## src/rtl/vec_round_cipher.sv

```systemverilog
// Iterative per-lane byte cipher: ROUNDS rounds of XOR/ADD/SUB/ROTL against a
// captured key vector, one round per clock, valid/ready on both sides.
module vec_round_cipher #(
  parameter int unsigned ROUNDS = 4
) (
  input  logic        clk,
  input  logic        rst_n,
  input  logic        in_valid_i,
  output logic        in_ready_o,
  input  logic [63:0] data_in_i,
  input  logic [63:0] key_vec_i,
  input  logic [1:0]  mode_i,
  output logic        out_valid_o,
  input  logic        out_ready_i,
  output logic [63:0] data_out_o,
  output logic        busy_o
);

  typedef enum logic [1:0] {StIdle, StRun, StDone} state_e;

  localparam logic [3:0] LastRound = 4'(ROUNDS - 1);

  state_e      state_q, state_d;
  logic [63:0] work_q, work_d;
  logic [63:0] key_q, key_d;
  logic [1:0]  mode_q, mode_d;
  logic [3:0]  r_q, r_d;
  logic [63:0] round_out;

  function automatic logic [7:0] lane_op(input logic [7:0] w, input logic [7:0] k,
                                         input logic [1:0] m);
    logic [15:0] dbl;
    logic [7:0]  res;
    dbl = {w, w} << k[2:0];
    unique case (m)
      2'b00:   res = w ^ k;
      2'b01:   res = w + k;
      2'b10:   res = w - k;
      default: res = dbl[15:8];
    endcase
    return res;
  endfunction

  // Per-lane round key is key_i + r, wrapping within the byte.
  always_comb begin
    round_out = '0;
    for (int i = 0; i < 8; i++) begin
      round_out[8*i +: 8] = lane_op(work_q[8*i +: 8], 8'(key_q[8*i +: 8] + {4'b0, r_q}), mode_q);
    end
  end

  always_comb begin
    state_d = state_q;
    work_d  = work_q;
    key_d   = key_q;
    mode_d  = mode_q;
    r_d     = r_q;
    unique case (state_q)
      StIdle: begin
        if (in_valid_i) begin
          work_d  = data_in_i;
          key_d   = key_vec_i;
          mode_d  = mode_i;
          r_d     = '0;
          state_d = StRun;
        end
      end
      StRun: begin
        work_d = round_out;
        if (r_q == LastRound) begin
          state_d = StDone;
        end else begin
          r_d = r_q + 4'd1;
        end
      end
      StDone: begin
        if (out_ready_i) begin
          state_d = StIdle;
        end
      end
      default: state_d = StIdle;
    endcase
  end

  always_ff @(posedge clk or negedge rst_n) begin
    if (!rst_n) begin
      state_q <= StIdle;
      work_q  <= '0;
      key_q   <= '0;
      mode_q  <= '0;
      r_q     <= '0;
    end else begin
      state_q <= state_d;
      work_q  <= work_d;
      key_q   <= key_d;
      mode_q  <= mode_d;
      r_q     <= r_d;
    end
  end

  assign in_ready_o  = (state_q == StIdle);
  assign out_valid_o = (state_q == StDone);
  assign busy_o      = (state_q != StIdle);
  assign data_out_o  = work_q;

endmodule

```

## config.mk

```make
export PLATFORM = sky130hd
export DESIGN_NAME = vec_round_cipher
export DESIGN_NICKNAME = d
export VERILOG_FILES = /design/src/rtl/vec_round_cipher.sv
export SDC_FILE = /design/constraint.sdc
export NUM_CORES = 1
export LEC_CHECK = 0
export CELL_PAD_IN_SITES_DETAIL_PLACEMENT = 1
export CELL_PAD_IN_SITES_GLOBAL_PLACEMENT = 1
export CORE_MARGIN = 4
export CORE_UTILIZATION = 46
export DETAILED_ROUTE_END_ITERATION = 6
export PLACE_DENSITY_LB_ADDON = 0.08
export SYNTH_ARGS = -nofsm -noshare
export SYNTH_HDL_FRONTEND = slang
export SYNTH_SLANG_ARGS = --single-unit
```

## constraint.sdc

```tcl
create_clock -name clk -period 8 [get_ports clk]
set_clock_uncertainty 0.05 [all_clocks]
set_input_delay 2.4 -clock clk [delete_from_list [all_inputs] [get_ports clk]]
set_output_delay 2.4 -clock clk [all_outputs]
set_load 0.02 [all_outputs]
```

### Word level (Yosys, flattened, before mapping)

Index checks and enable logic that the tools add are counted.

| storage, ports and cells | value |
|---|---|
| register bits | 136 |
| output and inout port bits | 67 |

| cells by class | value |
|---|---|
| reduce and logical (&&, ||, !) cells | 8 |
| shift-type cells | 8 |
| add/sub/neg operators | 25 |
| equal/unequal tests | 9 |
| multiplexer cells | 17 |
| bitwise gates (word level) | 8 |

Operators by type and width:

| cell | number |
|---|---|
| one-hot mux 8 bit (3 select lines) | 8 |
| one-hot mux 64 bit (2 select lines) | 1 |
| << shifter 16 x 3 -> 16 bit | 8 |
| adder 8 x 4 -> 8 bit | 8 |
| adder 8 bit | 8 |
| two-way mux 64 bit | 1 |
| subtractor 8 bit | 8 |
| XOR 8 bit | 8 |
| two-way mux 4 bit | 2 |
| one-hot mux 4 bit (2 select lines) | 1 |
| two-way mux 2 bit | 3 |
| inequality test 2 bit, second input constant | 3 |
| one-hot mux 2 bit (3 select lines) | 1 |
| AND reduction 3 bit | 2 |
| adder 4 x 1 -> 4 bit, second input constant | 1 |
| equality test 2 x 1 -> 1 bit, second input constant | 2 |
| equality test 2 bit, second input constant | 2 |
| equality test 4 x 2 -> 1 bit, second input constant | 1 |
| logical NOT 2 bit | 2 |
| AND reduction 2 bit | 2 |
| nonzero test 2 bit | 2 |
| inequality test 2 x 1 -> 1 bit, second input constant | 1 |

### Logic depth before layout (Yosys ltp)

| depth | value |
|---|---|
| depth in word-level cells | 4 |
| depth in mapped cells | 15 |

### Worst setup path after synthesis

No wires, ideal clock.

| timing path | value |
|---|---|
| path type | flip-flop to flip-flop |
| start | register r_q[1] |
| end | register work_q[60] (netlist: data_out_o[60]) |
| period minus slack after synthesis | 3.666 ns |
| path buffers | 1 |
| stages on the path, launching flop included | 14 |
| library setup time | 0.126 ns |
| arrival | 3.490 ns |
| setup slack | 4.334 ns |
| cell sequence | dfrtp_1 -> inv_1 -> fa_1 -> xnor2_1 -> clkbuf_1 -> xnor2_1 -> ha_1 -> nor2b_1 -> o21ai_0 -> nor3b_1 -> nor2_1 -> a221oi_1 -> a211oi_1 -> a221o_1 |

| between the ends | value |
|---|---|
| cells in the longest elaborated chain, start to end | 4 |
| elaborated cells on any way between the ends | 7 |
| classes of those cells | add/sub: 3; shift: 1; mux: 2; bitwise: 1 |

RTL lines:

| item | RTL line | RTL |
|---|---|---|
| from (decl) | 27 | `logic [3:0] r_q, r_d;` |
| from (signal assigned) | 97 | `r_q <= r_d;` |
| adder 8 x 4 -> 8 bit * | 48 | `round_out[8*i +: 8] = lane_op(work_q[8*i +: 8], 8'(key_q[8*i +: 8] + {4'b0, r_q}), mode_q);` |
| subtractor 8 bit (tied with other cells) | 38 | `2'b10: res = w - k;` |
| one-hot mux 8 bit (3 select lines) * | 35 | `unique case (m)` |
| one-hot mux 64 bit (2 select lines) * | 58 | `unique case (state_q)` |
| to (signal assigned) | 94 | `work_q <= work_d;` |
| to (decl) | 24 | `logic [63:0] work_q, work_d;` |

Mark *: on every way between the ends. The rest lies on a longest branch, timed or not.
A chain may end at the register's enable or synchronous reset.

### Final worst setup path

| timing path | value |
|---|---|
| start | register r_q[1] |
| end | register work_q[44] (netlist: data_out_o[44]) |

The elaborated chain is that of the path after synthesis.

==> metrics.yaml <==
run_status:
  status: "finished, final reports clean"
sta:
  tightest_slew_ns: 1.263
  fin_crit_ns: 5.281
  fin_ws_ns: 2.719
  fmax_mhz: 189.4
  fin_setup_tns_ns: 0
  finalCritPeriodShare_pct: 66.01
  setup-violations-final: 0
  rsz0062_at_grt: "false"
  slew_headroom_pct: 15.73
  slew_violations: 0
  finalHoldViolations: 0
synth:
  syn_inst: 1786
  avgSynthCellArea_um2: 8.150
  synth_simple_gate_area_share_pct: 19.38
  ys_ff_latch: 136
  synth_cell_types: 54
  synth_nets: 2036
  ys_async_sr_fraction_pct: 100.0
  synth-edff-count: 0
  synth_top_family_by_area: "compound AO/OA/AOI/OAI gates"
  synthMuxAreaShare_pct: 8.579
  synth_xor_area_share_pct: 11.54
  ys_seq_area_share_pct: 23.38
  ys_warn_count: 0
  synth-compound-area-share_pct: 21.55
  synth-main-ff-cell: "dfrtp_1"
  synth_fa_ha_area_share_pct: 10.80
  syn_area_um2: 14560
worst_setup_path:
  cp_data_required_time_ns: 8.28
  timing.critical_path.buf_inv: 1
  crit_top_cell: "xnor2_1"
  critical_path.top_delay_family: "XOR/XNOR gates"
  startpoint_type: "flop"
  endpoint_kind: "flop"
  path_class: "flop to flop"
  crit_path_top_delay_cell: "dfrtp_1"
  cpPeakStageDelay_ns: 0.90
  worst_ep_arrival_time_ns: 5.56
  cp_cell_sequence: "inv_1, fa_1, xnor2_1, xnor2_1, ha_1, nor2b_1, o21ai_0, nor3b_1, nor2_1, a221oi_1, a211oi_1, a221o_1"
  cp_max_fo: 12
cts:
  cts_root_buf: "clkbuf_16"
  cts_buffers: 17
  clkSinkCount: 136
  tritoncts: "done"
  htree_levels: 4
  clkLatencyLatePin_ns: 0.45
  clkTransAtPathRegs_ns: 0.06
  postCtsResizedCells: 0
  post_cts_buffers: 0
  clockBufferDepth: 2
  ctsHoldBuffers: 0
routing:
  route.detailed.drc: 0
  met3_length_um: 2526
  first_iter_violations: 807
  dr.max_layer_used: "met4"
  firstDrtPassIters: 5
  routed_via_density: 6.186
  wl_um: 52280
  wl_per_cell_um: 22.42
  wl_met2_um: 26340
  ant_nets: 0
  vias: 14430
  met1Wirelength_um: 21740
placed_design:
  place_ws_ns: 2.855
  gp_congestion: 0.9078
  io_buffers: 200
  dp_hpwl_um: 36730
grt:
  grt_pass1_wl_um: 83210
  grt_pass1_vias: 15180
  grt_overflow: 0
  grt_max_degree: 78
  antenna_found_initial: 0
  track_usage_pct: 30.32
die:
  die_area_um2: 34550
  die_y_um: 185.9
  start_util_pct: 47.09
  core_um2: 30910
  rows: 64
  ios: 201
  die_x_um: 185.9
final_layout:
  drive_gt1_share_pct: 7.851
  syn_to_final_growth_pct: 19.56
  mostFrequentLayoutCells: "nand2_1 (324), clkdlybuf4s50_1 (199), nor2_1 (148)"
  antenna_cells: 0
  fin_nets: 2174
  layout_commonest_cell: "nand2_1"
  fillers: 3732
worst_hold_path:
  hp-class: "flop to flop"
flow_run:
  cap_violations: 0
[state kept, by name (all words and copies together) (netlist names)]
register and cells:
data_out_o 64, key_q 64, r_q 4, mode_q 2, state_q 2
[worst register-to-register path, cell delays in order (launching register included)]
cell,delay (ns)
dfrtp_1,0.90
inv_1,0.61
fa_1,0.65
xnor2_1,0.88
xnor2_1,0.23
ha_1,0.38
nor2b_1,0.14
o21ai_0,0.25
nor3b_1,0.32
nor2_1,0.07
a221oi_1,0.28
a211oi_1,0.09
a221o_1,0.31
[Yosys cell counts, types with 34 or more instances]
cell type | number | area [um^2]
a211oi_1 | 34 | 255.2
a21oi_1 | 123 | 615.6
a221oi_1 | 40 | 350.3
clkbuf_1 | 61 | 229.0
dfrtp_1 | 136 | 3403
ha_1 | 100 | 1251
inv_1 | 78 | 292.8
mux4_2 | 36 | 810.8
nand2_1 | 325 | 1220
nor2_1 | 149 | 559.3
o21ai_0 | 76 | 380.4
xnor2_1 | 119 | 1042
xor2_1 | 43 | 376.6
[final timing paths]
check                                 startpoint                    endpoint  slack, ns  cells after the start
max                           r_q[1]$_DFFE_PN0P_  data_out_o[44]$_DFFE_PN0P_       2.72                     12
min                        key_q[26]$_DFFE_PN0P_       key_q[26]$_DFFE_PN0P_       0.44                      2
max reg2reg                   r_q[1]$_DFFE_PN0P_  data_out_o[44]$_DFFE_PN0P_       2.72                     12
min reg2reg                key_q[26]$_DFFE_PN0P_       key_q[26]$_DFFE_PN0P_       0.44                      2
max in group asynchronous                  rst_n  data_out_o[39]$_DFFE_PN0P_       4.57                      2
min in group asynchronous                  rst_n        key_q[3]$_DFFE_PN0P_       1.93                      1
[area by class of cell]
type	count	area [um^2]	area share [%]
clock buffers	21	480.5	2.761
clock inverters	10	120.1	0.6902
inverters	81	304.0	1.747
multi-input cells	1476	10490	60.30
flip-flops and latches	136	3403	19.56
well taps	396	495.5	2.847
repair buffers	212	2106	12.10
[layer usage]
layer / up-vias / GRT usage, %
li1: 6619 / -
met4: 0 / 11.16
met5: - / 0
met1: 7250 / 38.19
met2: 450 / 53.27
met3: 106 / 3.811
[per-stage QoR]
| step | hold WS (ns) | std cells | utilization (%) | instance area (um^2) |
|---|---|---|---|---|
| 6_report | 0.4437 | 2332 | 56.30 | 17400 |
| 3_5_place_dp | 0.4323 | 2301 | 54.36 | 16800 |
| 5_1_grt | 0.4745 | 2332 | 56.30 | 17400 |
| 4_1_cts | 0.4482 | 2332 | 56.30 | 17400 |
| 2_1_floorplan | 0.4023 | 1786 | - | 14560 |
| 3_3_place_gp | 0.4193 | 2301 | 54.36 | 16800 |
[kinds of logic (layout without fill, tap and decap cells)]
kind of cell,after synthesis,after routing
xor+xnor,178,178
flops,136,136
simple gates,645,645
buf+inv,174,324
compound gates,459,459
fa+ha+maj,116,116
mux,78,78
Power is left out: the tool's default activity adds up to more than one toggle a clock period on the data nets, which glitch-free logic cannot reach.
